==> src/rtl/mux_rr_reg.sv <==
// mux_rr_reg: registered CH-to-1 multiplexer with valid/ready handshakes.
//
// Selects one of CH producer channels and forwards its word into a single
// output register. Two grant modes are supported:
//   mode = 0 : fixed select, channel `sel` is granted when it is valid
//   mode = 1 : round-robin, the search starts at the channel after the one
//              that made the last round-robin transfer
// The output register accepts a new word whenever it is empty or being
// drained in the same cycle, so streaming runs at one word per clock.
//
// Ports
//   clk      rising-edge clock
//   rst_n    asynchronous active-low reset
//   x        channel data, channel i at bits [i*WIDTH +: WIDTH]
//   x_valid  per-channel word present
//   x_ready  per-channel word accepted this cycle (combinational)
//   mode     0 = fixed select, 1 = round-robin
//   sel      channel index used when mode = 0
//   m        registered output word
//   m_valid  m holds a word
//   m_ready  consumer accepts m this cycle
//   m_ch     index of the channel that produced m
//
// SELW must equal clog2(CH). When CH is not a power of two, sel values at or
// above CH simply produce no grant.

module mux_rr_reg #(
  parameter int WIDTH = 1,
  parameter int CH    = 4,
  parameter int SELW  = 2
) (
  input  logic                  clk,
  input  logic                  rst_n,
  input  logic [CH*WIDTH-1:0]   x,
  input  logic [CH-1:0]         x_valid,
  output logic [CH-1:0]         x_ready,
  input  logic                  mode,
  input  logic [SELW-1:0]       sel,
  output logic [WIDTH-1:0]      m,
  output logic                  m_valid,
  input  logic                  m_ready,
  output logic [SELW-1:0]       m_ch
);

  logic             load_en;
  logic             grant_valid;
  logic [SELW-1:0]  grant_idx;
  logic [WIDTH-1:0] grant_data;
  logic [SELW-1:0]  ptr;        // channel of the last round-robin transfer

  // The reset term keeps every x_ready low while rst_n is asserted; without
  // it the empty output register would advertise readiness during reset.
  assign load_en = rst_n && (!m_valid || m_ready);

  // Grant selection.
  // NOTE: every signal driven here gets a default value at the top of the
  // block, so no path through the ifs/loops can leave it unassigned and
  // infer a latch.
  always_comb begin : grant_logic
    grant_valid = 1'b0;
    grant_idx   = '0;
    if (!mode) begin
      for (int i = 0; i < CH; i++) begin
        if (sel == SELW'(i) && x_valid[i]) begin
          grant_valid = 1'b1;
          grant_idx   = SELW'(i);
        end
      end
    end else begin
      // Round-robin in two prioritised passes. Loops run from the top index
      // down so that the lowest matching index is the last assignment and
      // therefore wins within each pass.
      // Pass 1 (fallback): lowest valid channel overall, i.e. the wrapped
      // part of the search order.
      for (int i = CH - 1; i >= 0; i--) begin
        if (x_valid[i]) begin
          grant_valid = 1'b1;
          grant_idx   = SELW'(i);
        end
      end
      // Pass 2 (preferred): lowest valid channel strictly above ptr.
      for (int i = CH - 1; i >= 0; i--) begin
        if (x_valid[i] && i > int'(ptr)) begin
          grant_valid = 1'b1;
          grant_idx   = SELW'(i);
        end
      end
    end
  end

  // Data mux and per-channel ready decode for the granted channel.
  always_comb begin : data_ready_logic
    grant_data = '0;
    x_ready    = '0;
    for (int i = 0; i < CH; i++) begin
      if (grant_idx == SELW'(i)) begin
        grant_data = x[i*WIDTH +: WIDTH];
        x_ready[i] = load_en && grant_valid;
      end
    end
  end

  // Output register and round-robin pointer.
  // NOTE: sequential state uses non-blocking assignments so every register
  // samples the pre-edge values, independent of statement order.
  always_ff @(posedge clk or negedge rst_n) begin
    if (!rst_n) begin
      m       <= '0;
      m_valid <= 1'b0;
      m_ch    <= '0;
      ptr     <= SELW'(CH - 1);   // first round-robin search starts at 0
    end else if (load_en && grant_valid) begin
      // Covers both loading an empty register and drain-plus-reload in the
      // same cycle.
      m       <= grant_data;
      m_ch    <= grant_idx;
      m_valid <= 1'b1;
      if (mode) begin
        ptr <= grant_idx;
      end
    end else if (m_ready) begin
      // Drained with nothing to replace it; data and index stay as they were.
      m_valid <= 1'b0;
    end
  end

endmodule

==> config.mk <==
export PLATFORM = sky130hd
export DESIGN_NAME = mux_rr_reg
export DESIGN_NICKNAME = d
export VERILOG_FILES = /design/src/rtl/mux_rr_reg.sv
export SDC_FILE = /design/constraint.sdc
export NUM_CORES = 1
export LEC_CHECK = 0
export ABC_AREA = 1
export CAP_MARGIN = 20
export CORE_AREA = 3 3 40 42
export DETAILED_ROUTE_END_ITERATION = 8
export DIE_AREA = 0 0 43 45
export MAX_ROUTING_LAYER = met4
export PLACE_DENSITY_LB_ADDON = 0.25
export SYNTH_ARGS = -nofsm -noshare
export SYNTH_HDL_FRONTEND = slang
export SYNTH_SLANG_ARGS = --single-unit
==> constraint.sdc <==
create_clock -name clk -period 1.7 [get_ports clk]
set_input_delay 0.17 -clock clk [delete_from_list [all_inputs] [get_ports clk]]
set_output_delay 0.17 -clock clk [all_outputs]
set_load 0.01 [all_outputs]
==> metrics.md <==
| Metric | Value |
|---|---|
| Max Used Layer | met4 |
| Hold Fails Final Rpt | 0 |
| Most frequent cells in the layout | nand2_1 (24), buf_4 (16), clkdlybuf4s50_1 (12) |
| Placed cells | 120 |
| Fillers | 98 |
| Worst EP required | 1.53 ns |
| CP Class | reg2out |
| Top cell family by delay on the critical path | simple AND/OR/NAND/NOR gates |
| Max_cap viols | 0 |
| Critical Path Most Common Cell | nand2_2 |
| Final worst path period need | 1.77 ns |
| Distinct cell type count after synthesis | 16 |
| RSZ-0062 raised after global routing | true |
| Initial core utilization | 35.9% |
| Post-synthesis register bit count | 6 |
| Clock-pin transition on the worst setup and hold timing paths | 0.05 ns |
| CTS Hold Bufs | 0 |
| Worst-Margin Slew | 0.280 ns |
| Final setup violation count | 5 |
| Max stage delay on crit path | 0.57 ns |
| Post-Synthesis Cells | 77 |
| Failing checks | negative setup slack |
| Pwr per Cell Area | 810 mW/mm^2 |
| Fin cells | 132 |
| Most common cell after layout, fill and taps aside | nand2_1 |
| Peak Freq | 564 MHz |
| Largest net degree at the start of global routing | 7 |
| Via count | 654 |
| Crit path cell chain | nand2_2, nand2_2, nand2_1, nand2_1, nand2_2, nand2_2, inv_2, nor3_2, buf_2 |
| Worst setup startpoint | ptr[1] |
| DPL Wire Length | 1.02 mm |
| Overflow after GRT | 0 |
| Arrival time worst endpoint | 1.60 ns |
| Final slew viol count | 0 |
| Slowest-stage cell, CP | dfstp_2 |
| GP Congestion | 0.817 |
| CTS Sinks | 6 |
| Die height | 45 um |
| Die Area | 0.00194 sq mm |
| Synth Area per Inst | 6.00 sq um |
| Yosys warning count | 0 |
| Clock Skew | 0.00518 ns |
| Rows | 13 |
| Initial DRC count | 13 |
| Pre-Repair DR Iteration Count | 4 |
| CTS HTree Levels | 1 |
| Wire per inst | 12.4 um |
| Vias in the first global route | 629 |
| First-pass GRT wire length | 2.57 mm |
| Final wirelength | 1.64 mm |
| Critical path depth | 9 |
| Final worst slack | -0.0741 ns |
| Antenna violations before repair | 0 |
| Worst slack at placement | -0.419 ns |
| Antenna-violating nets left | 0 |
| CTS Buf Count | 3 |
| Max FO, Critical Path | 4 |
| Status | finished, violations left |
| Mapped Area | 462 sq um |
| Peak VDD IR | 0.470 mV |
| Core ar. | 0.00128 sq mm |
| Register area share after synthesis | 33.1% |
| Max Buffers Root-to-Sink | 2 |
| Worst Hold Class | in2async |
| CP startpoint kind | flop |
| Crit path capture | x_ready[0] |
| Final Cycle Share | 104% |
| Worst R2R End | m |
| Leak | 0.469 nW |
| Metal3 WL | 79 um |
| R2R setup slack | -0.07 ns |
| Clk root buf | clkbuf_4 |
| Wire length on met2 | 867 um |
| Rel. slew slack | 81.3% |
| Area Growth Syn to Fin | 85.9% |
| WP buf/inv | 2 |
| Post-route DRC | 0 |
| Worst r2r src | ptr[1] |
| GRT Util Overall | 18.1% |
| Die width | 43 um |
| I/O pins | 22 |
| Core Util, Final | 66.8% |
| Layout cells sized above 1 | 36.8% |
| Worst reg2reg path depth | 12 |
| Crit. End Element | output pin |
| Syn Nets | 91 |
| Quantity of I/O buffers inserted on ports | 21 |
| Met1 WL | 612 um |
| Antenna cells | 0 |
| Nets | 133 |
| CTS tree | done |
| Vias per inst | 4.95 |
| Worst skew pair latency | 0.25 ns |
state kept, by name (all words and copies together) (netlist names):
signal	cells
m	1
m_ch	2
m_valid	1
ptr	2
power by group:
part	total, mW	internal [mW]	switching (mW)
combinational	0.341	0.179	0.163
clock	0.137	0.0802	0.0566
sequential	0.217	0.188	0.0288
total	0.695	0.447	0.248
worst min path at each step:
stage | end | slack (ns) | cells past startpoint
finish | m_ch[0] | 0.22 | 2
global route | m_ch[0] | 0.22 | 2
CTS | m_ch[0] | 0.23 | 2
detailed placement | m_ch[1] | 0.46 | 2
global placement | m_ch[0] | 0.46 | 2
floorplan | m | -0.13 | 0
logic make-up after synthesis:
| logic type | synth area share (%) |
|---|---|
| simple gates | 50.4 |
| buf+inv | 10.6 |
| flops | 33.1 |
| compound gates | 5.96 |
cell usage after synthesis:
| cell type | n | area (sq um) |
|---|---|---|
| nor3_1 | 2 | 10.0 |
| o211ai_1 | 1 | 7.51 |
| a21oi_1 | 1 | 5.00 |
| nor2_1 | 8 | 30.0 |
| dfstp_2 | 2 | 52.6 |
| nand3_1 | 8 | 40.0 |
| o21ai_0 | 1 | 5.00 |
| inv_2 | 1 | 3.75 |
| nor3_2 | 1 | 10.0 |
| nand2_1 | 30 | 113 |
| inv_1 | 12 | 45.0 |
| nand4_1 | 1 | 6.26 |
| o21ai_1 | 2 | 10.0 |
| nand2_2 | 2 | 12.5 |
| dfrtp_1 | 4 | 100 |
| nor2_4 | 1 | 11.3 |
metrics by stage:
stage	instance area (sq um)	power (mW)	TNS, ns	hold WS (ns)
CTS	817	0.656	-0.0533	0.226
global route	858	0.752	-0.774	0.220
finish	858	0.695	-0.236	0.224
floorplan	462	0.335	0	-0.126
global placement	743	0.474	-1.48	0.458
detailed placement	743	0.479	-1.58	0.462
per-layer routing:
layer	up-vias	track usage, %
li1	322	-
met1	293	19.7
met2	27	31.4
met3	12	4.38
met4	0	8.43
met5	-	-
timing repair:
action / CTS / global route
setup buffers: 9 / 0
setup endpoints to repair: 4 / 5
resized for setup: 21 / 14
hold endpoints to repair: 0 / 0
pin swaps: 12 / 7
layout make-up:
| cell class | instances | area (sq um) | share of cell area, % |
|---|---|---|---|
| Tap cell | 15 | 18.8 | 2.19 |
| Inverter | 13 | 48.8 | 5.69 |
| Sequential cell | 6 | 153 | 17.8 |
| Multi-Input combinational cell | 58 | 304 | 35.4 |
| Timing Repair Buffer | 37 | 312 | 36.3 |
| Clock buffer | 3 | 22.5 | 2.62 |
No activity file was read; power rests on OpenSTA's default activity.
